**config.mk**
```make
export PLATFORM = sky130hd
export DESIGN_NAME = hi_lo_muldiv_unit
export DESIGN_NICKNAME = d
export VERILOG_FILES = /design/src/rtl/hi_lo_muldiv_unit.sv
export SDC_FILE = /design/constraint.sdc
export NUM_CORES = 1
export LEC_CHECK = 0
export CORE_MARGIN = 3
export CORE_UTILIZATION = 55
export CTS_BUF_LIST = sky130_fd_sc_hd__clkbuf_16
export DETAILED_ROUTE_END_ITERATION = 12
export PLACE_DENSITY = 0.78
export RECOVER_POWER = 100
export SLEW_MARGIN = 10
export SYNTH_ARGS = -nofsm -noshare
export SYNTH_HDL_FRONTEND = slang
export SYNTH_SLANG_ARGS = --single-unit
```
**constraint.sdc**
```tcl
create_clock -name clk -period 4.6 [get_ports clk]
set_clock_uncertainty 0.15 [all_clocks]
set_input_delay 0.92 -clock clk [delete_from_list [all_inputs] [get_ports clk]]
set_output_delay 0.92 -clock clk [all_outputs]
set_load 0.05 [all_outputs]
```
**src/rtl/hi_lo_muldiv_unit.sv**
```systemverilog
`default_nettype none
// ============================================================================
// Module   : hi_lo_muldiv_unit
// Brief    : HI/LO register pair with an iterative radix-2 multiply/divide
//            engine (MULT/MULTU/DIV/DIVU) and independent MTHI/MTLO writes.
// Revision : 1.0 - initial release
// ============================================================================
module hi_lo_muldiv_unit #(
  parameter int WIDTH = 32
) (
  input  logic             clk,
  input  logic             reset,
  input  logic             clk_enable,
  input  logic             op_start,
  input  logic [1:0]       op_code,
  input  logic [WIDTH-1:0] op_a,
  input  logic [WIDTH-1:0] op_b,
  input  logic [WIDTH-1:0] hi_in,
  input  logic [WIDTH-1:0] lo_in,
  input  logic             hi_we,
  input  logic             lo_we,
  output logic             busy,
  output logic             done,
  output logic [WIDTH-1:0] hi_out,
  output logic [WIDTH-1:0] lo_out
);

  localparam int              c_CW   = $clog2(WIDTH);
  localparam logic [c_CW-1:0] c_LAST = c_CW'(WIDTH - 1);

  typedef enum logic [1:0] {
    S_IDLE = 2'd0,
    S_RUN  = 2'd1,
    S_FIN  = 2'd2
  } state_t;

  state_t            r_state;
  state_t            w_state_nxt;
  logic [c_CW-1:0]   r_cnt;
  logic              r_is_div;
  logic              r_neg_q;     // negate quotient / product
  logic              r_neg_r;     // negate remainder (dividend negative)
  logic [WIDTH-1:0]  r_a;         // raw dividend, needed for divide-by-zero HI
  logic [WIDTH-1:0]  r_acc;       // product high half / partial remainder
  logic [WIDTH-1:0]  r_q;         // multiplier shifting out / quotient shifting in
  logic [WIDTH-1:0]  r_b;         // multiplicand or divisor magnitude
  logic [WIDTH-1:0]  r_hi;
  logic [WIDTH-1:0]  r_lo;
  logic              r_done;

  // Operand magnitudes and signs; only MULT and DIV (op_code[0]==0) are signed
  logic              w_signed;
  logic              w_sa;
  logic              w_sb;
  logic [WIDTH-1:0]  w_mag_a;
  logic [WIDTH-1:0]  w_mag_b;

  assign w_signed = ~op_code[0];
  assign w_sa     = w_signed & op_a[WIDTH-1];
  assign w_sb     = w_signed & op_b[WIDTH-1];
  assign w_mag_a  = w_sa ? -op_a : op_a;
  assign w_mag_b  = w_sb ? -op_b : op_b;

  // Multiply step: add multiplicand when the current multiplier bit is set
  logic [WIDTH:0]    w_sum;
  assign w_sum = r_q[0] ? ({1'b0, r_acc} + {1'b0, r_b}) : {1'b0, r_acc};

  // Restoring divide step: shift in the next dividend bit, subtract if it fits.
  // The shifted value can exceed WIDTH bits, in which case it always fits.
  logic [WIDTH:0]    w_shift;
  logic              w_ge;
  logic [WIDTH-1:0]  w_diff;
  assign w_shift = {r_acc, r_q[WIDTH-1]};
  assign w_ge    = w_shift[WIDTH] | (w_shift[WIDTH-1:0] >= r_b);
  assign w_diff  = w_shift[WIDTH-1:0] - r_b;

  // Sign correction and result selection applied in FIN
  logic [2*WIDTH-1:0] w_prod_mag;
  logic [2*WIDTH-1:0] w_prod;
  logic [WIDTH-1:0]   w_quo;
  logic [WIDTH-1:0]   w_rem;
  logic [WIDTH-1:0]   w_res_hi;
  logic [WIDTH-1:0]   w_res_lo;

  assign w_prod_mag = {r_acc, r_q};
  assign w_prod     = r_neg_q ? -w_prod_mag : w_prod_mag;
  assign w_quo      = r_neg_q ? -r_q : r_q;
  assign w_rem      = r_neg_r ? -r_acc : r_acc;

  // Result mux: divide by zero yields all-ones quotient and the raw dividend
  always_comb begin
    w_res_hi = w_prod[2*WIDTH-1:WIDTH];
    w_res_lo = w_prod[WIDTH-1:0];
    if (r_is_div) begin
      if (r_b == '0) begin
        w_res_hi = r_a;
        w_res_lo = '1;
      end else begin
        w_res_hi = w_rem;
        w_res_lo = w_quo;
      end
    end
  end

  // Next-state logic: IDLE -> RUN on start, RUN -> FIN after WIDTH steps
  always_comb begin
    w_state_nxt = r_state;
    case (r_state)
      S_IDLE:  if (op_start) w_state_nxt = S_RUN;
      S_RUN:   if (r_cnt == c_LAST) w_state_nxt = S_FIN;
      S_FIN:   w_state_nxt = S_IDLE;
      default: w_state_nxt = S_IDLE;
    endcase
  end

  // State register
  always_ff @(posedge clk or negedge reset) begin
    if (!reset) begin
      r_state <= S_IDLE;
    end else if (clk_enable) begin
      r_state <= w_state_nxt;
    end
  end

  // Engine datapath: latch operands at start, one radix-2 step per RUN cycle
  always_ff @(posedge clk or negedge reset) begin
    if (!reset) begin
      r_cnt    <= '0;
      r_is_div <= 1'b0;
      r_neg_q  <= 1'b0;
      r_neg_r  <= 1'b0;
      r_a      <= '0;
      r_acc    <= '0;
      r_q      <= '0;
      r_b      <= '0;
    end else if (clk_enable) begin
      case (r_state)
        S_IDLE: begin
          if (op_start) begin
            r_is_div <= op_code[1];
            r_neg_q  <= w_sa ^ w_sb;
            r_neg_r  <= w_sa;
            r_a      <= op_a;
            r_acc    <= '0;
            r_q      <= op_code[1] ? w_mag_a : w_mag_b;
            r_b      <= op_code[1] ? w_mag_b : w_mag_a;
            r_cnt    <= '0;
          end
        end
        S_RUN: begin
          r_cnt <= (r_cnt == c_LAST) ? '0 : r_cnt + 1'b1;
          if (r_is_div) begin
            r_acc <= w_ge ? w_diff : w_shift[WIDTH-1:0];
            r_q   <= {r_q[WIDTH-2:0], w_ge};
          end else begin
            r_acc <= w_sum[WIDTH:1];
            r_q   <= {w_sum[0], r_q[WIDTH-1:1]};
          end
        end
        default: ;
      endcase
    end
  end

  // HI/LO registers: direct writes only in IDLE, engine result in FIN
  always_ff @(posedge clk or negedge reset) begin
    if (!reset) begin
      r_hi <= '0;
      r_lo <= '0;
    end else if (clk_enable) begin
      if (r_state == S_IDLE) begin
        if (hi_we) r_hi <= hi_in;
        if (lo_we) r_lo <= lo_in;
      end else if (r_state == S_FIN) begin
        r_hi <= w_res_hi;
        r_lo <= w_res_lo;
      end
    end
  end

  // Completion pulse, registered alongside the HI/LO write
  always_ff @(posedge clk or negedge reset) begin
    if (!reset) begin
      r_done <= 1'b0;
    end else if (clk_enable) begin
      r_done <= (r_state == S_FIN);
    end
  end

  assign busy   = (r_state != S_IDLE);
  assign done   = r_done;
  assign hi_out = r_hi;
  assign lo_out = r_lo;

endmodule
`default_nettype wire
```
==> results of run 1 <==
state kept, by name, summed over array words and instances, names as in the netlist:
| register | count |
|---|---|
| done | 1 |
| lo_out | 32 |
| hi_out | 32 |
| r_state | 2 |
| r_cnt | 5 |
| r_neg_r | 1 |
| r_q | 32 |
| r_a | 32 |
| r_b | 32 |
| r_acc | 32 |
| r_is_div | 1 |
| r_neg_q | 1 |
final cells by class:
type / count / area [sq um] / area share (%)
Antenna cell: 1 / 2.502 / 0.01215
Clock buffer: 25 / 625.6 / 3.037
Clock inverter: 21 / 185.2 / 0.8990
Inverter: 62 / 232.7 / 1.130
Multi-Input combinational cell: 1806 / 11590 / 56.26
Sequential cell: 203 / 5085 / 24.69
Tap cell: 396 / 495.5 / 2.406
Timing Repair Buffer: 258 / 2382 / 11.57
per-layer routing:
layer	wire [microns]	part of all wire, %
met3	6747	11
met4	2663	4.3
met2	26650	43
met5	0	0
met1	26390	42
critical path: stages (launching register included):
cell and delay (ns):
dfrtp_1 0.45, or4_1 0.58, nor3_1 0.57, nand4_1 0.34, clkbuf_1 0.38, o41ai_1 0.45
xnor2_1 0.17, nor2_1 0.05, a211oi_1 0.31, clkbuf_1 0.28, a21oi_1 0.08, o21ai_0 0.20
layout by cell type, fill, tap and decap left out, types with 50 or more instances in the layout:
cell type	count
ha_1	70
nand2_1	288
dfrtp_1	201
xor2_1	83
xnor2_1	105
a21oi_1	184
clkdlybuf4s50_1	130
mux2_2	50
dlygate4sd3_1	69
nor3_1	58
mux2i_1	76
o21ai_0	227
nor2_1	147
inv_1	61
cell families after synthesis:
group	Yosys count	synth area share [%]
buffers and inverters	231	5.026
AO/OA/AOI/OAI	731	25.68
XOR/XNOR	188	9.395
AND/OR/NAND/NOR	689	18.13
adder cells (fa/ha/maj)	72	5.226
multiplexers	126	7.553
flip-flops	203	28.99
final timing paths:
path                            start         end  slack, ns  cells past startpoint
max                           r_q[13]  hi_out[13]       0.51                     11
min                        lo_out[29]  lo_out[29]       0.32                      2
max reg2reg                   r_q[13]  hi_out[13]       0.51                     11
min reg2reg                lo_out[29]  lo_out[29]       0.32                      2
max in group asynchronous       reset  lo_out[15]       0.84                      2
min in group asynchronous       reset   r_acc[30]       1.01                      1
report_power, final:
part	internal, mW	switching [mW]
Combinational	4.56	7.21
Clock	1.16	0.827
Sequential	2.61	1.34
through the flow:
| step | utilization [%] | hold slack [ns] |
|---|---|---|
| 2_1_floorplan | - | 0.2992 |
| 3_3_place_gp | 64.13 | 0.3088 |
| 3_5_place_dp | 64.13 | 0.3191 |
| 4_1_cts | 66.75 | 0.3316 |
| 5_1_grt | 66.46 | 0.3456 |
| 6_report | 66.46 | 0.3231 |
==> summary.md, run 1 <==
| Metric | Value |
|---|---|
| Outcome | finished with violations |
| Failing checks | capacitance limit, slew limit |
| Core Box Area | about 31,000 sq um |
| I/O Pins | ~200 |
| Cell Count, Final, Fillers Out | approximately 2,800 |
| Final worst slack | between 0.5 and 0.6 ns |
| Met1 Use GR | 50.96% |
| Cell variety after synth | 74 |
| First-pass GRT wire length | around 96,000 microns |
| Met2 Usage GRT | 53.40% |
| Ys Warns | 0 |
| Final net count | roughly 2,600 |
| Startpoint Class | register |
| Setup repair bufs after CTS | 0 |
| DR vias/cell | 6.529 |
| Clock slew at reported path FFs | around 0.06 ns |
| Largest net degree at the start of global routing | 95 |
| Post-synth top cells | nand2_1 (288), o21ai_0 (222), dfrtp_1 (203), a21oi_1 (184) |
| Post-route cell area | 20,600 sq um |
| Final wirelength | approximately 62,000 microns |
| Yosys top cell by area | dfrtp_1 |
| Slew HR | -74.75% |
| CTS sink count | between 200 and 250 |
| Wire length per cell | between 20 and 25 microns |
| Met3 Usage GRT | 7.756% |
| Pwr dens | roughly 860 nW/um^2 |
| Post-CTS Hold Fix Bufs | 0 |
| Fraction of layout cells with a size suffix above 1 | ~6.4% |
| CTS Buf Count | 25 |
| DRC Markers | 0 |
| Most Crowded Layer GR | met2 |
| Post-synth EDFFs | 0 |
| Worst hold path class | register to register |
| Final weighted congestion in routability-driven placement | 0.9941 |
| Port buffer count | 201 |
| Leakage | 8.806 nW |
| Hold Violations, Final | 0 |
| Final Max Tran Viols | 233 |
| Final Setup Violations | 0 |
| Syn nets | between 2,000 and 2,500 |
| Share of flip-flops with an asynchronous set or reset | between 90% and 100% |
| Syn Area/Cell | around 7.8 sq um |
| Area grow syn2layout | 17.53% |
| Unrepaired setup endpoints after global routing | false |
| Final Critical Period | approximately 4.1 ns |
| WS Path Type | register to register |
| Initial antenna violation count | 2 |
| Detailed placer's ending HPWL | between 40,000 and 50,000 microns |
| Pre-CTS worst setup slack | 0.4929 ns |
| # rows | 64 |
| Vias | 18,098 |
| Number of global-route vias before repair | around 17,000 |
| Total gr overflow | 0 |
| Fillers | ~2,700 |
| Antenna Violating Nets Remaining | 0 |
| Cells after Synth | 2,240 |
| GRT Util Overall | 35.68% |
| WP data required | about 4.9 ns |
| Clock latency on the worst-skew pair | between 0.5 and 0.6 ns |
| Placed Area | 19,870 sq um |
| Initial Utilization | between 50% and 60% |
| Max Cap Viol | 4 |
| Synth Cell Area | about 18,000 sq um |
| Final TNS setup | 0 ns |
| DP Cell Count | roughly 2,700 |
| H-tree levels | 1 |
| Sequential share of the synthesized area | between 20% and 30% |
| Most frequent cell after synthesis | nand2_1 |
| Chip height | roughly 180 microns |
| CTS Buffer Depth | 3 |
| Period utilization | between 80% and 90% |
| Drt pass-1 iters | 7 |
| Final Total Pwr | about 18 mW |
| Top_reg_cell synth | dfrtp_1 |
| Initial DRC count | around 1,900 |
| Synth top area share | 28.99% |
| Worst EP arrival | between 4 and 5 ns |
| Synth top area cells | dfrtp_1 (29%), o21ai_0 (6.3%), nand2_1 (6.2%) |
| Worst Tran Pin Value | 2.621 ns |
| Die ar. | between 30,000 and 40,000 sq um |
| Max IR drop VDD | between 0.0004 and 0.0005 V |
| CTS root buf | clkbuf_16 |
| CP Max Fanout | 11 |
| Seq cells post-synth | ~200 |
| Post-CTS sizing | 0 |
| CP endpoint kind | register |
| FMAX | 244.4 MHz |
| Die width | around 180 microns |
| CTS tree | done |
(Power assumes the default switching activity.)
==> run 2: changes to the inputs <==
--- a/config.mk
+++ b/config.mk
@@ -5,13 +5,13 @@
 export SDC_FILE = /design/constraint.sdc
 export NUM_CORES = 1
 export LEC_CHECK = 0
+export ABC_AREA = 1
 export CORE_MARGIN = 3
 export CORE_UTILIZATION = 55
 export CTS_BUF_LIST = sky130_fd_sc_hd__clkbuf_16
 export DETAILED_ROUTE_END_ITERATION = 12
-export PLACE_DENSITY = 0.78
+export PLACE_DENSITY = 0.77
 export RECOVER_POWER = 100
-export SLEW_MARGIN = 10
 export SYNTH_ARGS = -nofsm -noshare
 export SYNTH_HDL_FRONTEND = slang
 export SYNTH_SLANG_ARGS = --single-unit
==> constraint.sdc (replaced) <==
create_clock -name clk -period 5.12 [get_ports clk]
set_clock_uncertainty 0.15 [all_clocks]
set_input_delay 1.024 -clock clk [delete_from_list [all_inputs] [get_ports clk]]
set_output_delay 1.024 -clock clk [all_outputs]
set_load 0.05 [all_outputs]
==> summary.md, run 2 <==
| Metric | Value |
|---|---|
| Clock slew at reported path FFs | 0.06 ns (about the same) |
| Fraction of layout cells with a size suffix above 1 | 2.854% (-3.5 points) |
| WP data required | 5.42 ns (+0.52 ns) |
| Startpoint Class | register |
| Initial Utilization | 56.44% (-0.12 points) |
| Post-synth EDFFs | 0 (unchanged) |
| DRC Markers | 0 (unchanged) |
| Largest net degree at the start of global routing | 80 (-16%) |
| Period utilization | 86.18% (-2.8 points) |
| Detailed placer's ending HPWL | 69,790 microns (+48%) |
| Syn Area/Cell | 5.727 sq um (-27%) |
| I/O Pins | 202 (unchanged) |
| Cell variety after synth | 51 (-31%) |
| Multi-input gate area | 13,490 sq um (+16%) |
| Share of flip-flops with an asynchronous set or reset | 100.0% (unchanged) |
| WS Path Type | register to register |
| Die width | 201.0 microns (+8.9%) |
| CTS Buf Count | 25 (unchanged) |
| Cells after Synth | 3,651 (+63%) |
| Unrepaired setup endpoints after global routing | false |
| CTS root buf | clkbuf_16 |
| Leakage | 12.26 nW (+39%) |
| Pwr dens | 717.2 nW/um^2 (-17%) |
| Highest metal used | met5 |
| Max IR drop VDD | 0.0007357 V (+64%) |
| Metal2 WL | 36,490 microns (+37%) |
| Syn nets | 3,859 (+58%) |
| Leading cell type in the layout, fill and taps excluded | nand2_1 |
| Post-route cell area | 23,960 sq um (+16%) |
| Clock latency on the worst-skew pair | 0.57 ns (+0.03 ns) |
| Total gr overflow | 0 (unchanged) |
| Drt pass-1 iters | 8 (+1) |
| Final wirelength | 89,360 microns (+43%) |
| Cell Count, Final, Fillers Out | 4,289 (+55%) |
| Register area | 5085 sq um (unchanged) |
| Most frequent cells in the layout | nand2_1 (1,301), nor2_1 (459), inv_1 (454), nand3_1 (331), dfrtp_1 (201) |
| Final Max Tran Viols | 260 (+12%) |
| Ys Warns | 0 (unchanged) |
| DR vias/cell | 5.946 (-8.9%) |
| Yosys top cell by area | dfrtp_1 |
| Worst hold path class | register to register |
| Setup repair bufs after CTS | 0 (unchanged) |
| Final TNS setup | 0 ns (unchanged) |
| # rows | 70 (+9.4%) |
| CTS Buffer Depth | 3 (unchanged) |
| CTS tree | done |
| Synth top area share | 24.30% (-4.7 points) |
| Worst Tran Pin Value | 2.863 ns (+0.2413 ns) |
| Max Cap Viol | 5 (+1) |
| Core Box Area | 37,050 sq um (+20%) |
| Met3 wire len | 12,430 microns (+84%) |
| Final Total Pwr | 17.18 mW (-3.0%) |
| Slew HR | -90.83% (-16 points) |
| H-tree levels | 1 (unchanged) |
| Placed Area | 23,200 sq um (+17%) |
| Chip height | 201.0 microns (+8.9%) |
| First-pass GRT wire length | 135,600 microns (+41%) |
| Post-CTS sizing | 0 (unchanged) |
| Wire length per cell | 20.84 microns (-7.5%) |
| Port buffer count | 201 (unchanged) |
| Synth Cell Area | 20,910 sq um (+19%) |
| Top_reg_cell synth | dfrtp_1 |
| Fillers | 3,532 (+33%) |
| Area grow syn2layout | 14.60% |
| Metal-1 WL | 33,790 microns (+28%) |
| Post-synth top cells | nand2_1 (1,299), nor2_1 (451), inv_1 (443), nand3_1 (330), dfrtp_1 (203) |
| Synth top area cells | dfrtp_1 (24%), nand2_1 (23%), nor2_1 (8.1%) |
| Initial antenna violation count | 4 (+2) |
| Final Setup Violations | 0 (unchanged) |
| Outcome | finished with violations |
| Final weighted congestion in routability-driven placement | 1.080 (+8.6%) |
| Number of global-route vias before repair | 23,382 (+38%) |
| FMAX | 226.6 MHz (-7.3%) |
| DP Cell Count | 4,242 (+56%) |
| CTS sink count | 203 (unchanged) |
| Initial DRC count | 3,326 (+75%) |
| Sequential share of the synthesized area | 24.30% (-4.7 points) |
| Seq cells post-synth | 203 (unchanged) |
| Post-CTS Hold Fix Bufs | 0 (unchanged) |
| Die ar. | 40,390 sq um (+19%) |
| Vias | 25,501 (+41%) |
| GRT Util Overall | 42.58% (+6.9 points) |
| Final net count | 3,973 (+55%) |
| CP Max Fanout | 51 (+40) |
| Failing checks | capacitance limit, slew limit |
| Antenna Violating Nets Remaining | 0 (unchanged) |
| Most frequent cell after synthesis | nand2_1 |
| CP endpoint kind | register |
| Final Critical Period | 4.412 ns (+0.3212 ns) |
| Hold Violations, Final | 0 (unchanged) |
| Worst EP arrival | 4.71 ns (+0.32 ns) |
==> run 2: metrics by stage <==
| step | utilization [%] | setup slack, ns | hold slack (ns) |
|---|---|---|---|
| final | 64.67 | 0.7077 | 0.3188 |
| after global routing | 64.67 | 0.6135 | 0.3424 |
| after CTS | 64.90 | 1.208 | 0.3290 |
| after detailed placement | 62.62 | 1.387 | 0.3139 |
| after global placement | 62.62 | 1.407 | 0.3113 |
| after floorplan | - | 2.496 | 0.2979 |
==> run 2: cell families (layout without fill, tap and decap cells) <==
group / Yosys count / count (layout) / synth area share (%)
and+or+nand+nor: 2207 / 2207 / 43.41
buffers and inverters: 599 / 732 / 11.08
AOI/OAI and AO/OA: 471 / 471 / 12.68
DFF: 203 / 203 / 24.30
xor gates and xnor gates: 99 / 99 / 4.147
adders and majority gates: 72 / 72 / 4.380
other: 0 / 1 / 0
==> run 2: final timing paths <==
kind | startpoint | to | slack, ns | cells past startpoint
max in group asynchronous | reset | hi_out[26] | 1.28 | 2
max reg2reg | r_state[1] | r_neg_q | 0.71 | 7
max | r_state[1] | r_neg_q | 0.71 | 7
min | hi_out[14] | hi_out[14] | 0.32 | 2
min reg2reg | hi_out[14] | hi_out[14] | 0.32 | 2
min in group asynchronous | reset | r_b[28] | 0.35 | 1
==> run 2: layer usage <==
metal  track usage (%)  vias up
met3             11.42      352
met1             56.56    11542
met5                 0        -
met2             62.76     1785
li1                  -    11820
met4             23.99        2
==> run 2: power breakdown <==
group,internal (mW),switching (mW)
combinational,3.51,8.11
sequential,2.35,1.35
clock,1.10,0.774
==> run 2: area by class of cell <==
cell class                      count  area share (%)
Clock buffer                       25           2.611
Inverter                          460           7.217
Sequential cell                   203           21.22
Timing Repair Buffer              226           9.076
Clock inverter                     21          0.9138
Multi-Input combinational cell   2849           56.32
Antenna cell                        1         0.01044
Tap cell                          504           2.632
==> run 2: critical path, cell delays in order, from the launching register on <==
cell	delay [ns]
dfrtp_1	0.62
nor2_4	0.14
inv_4	0.46
o21ai_2	0.10
nor2_1	0.16
clkbuf_1	1.62
nand2_1	0.64
o221ai_1	0.37
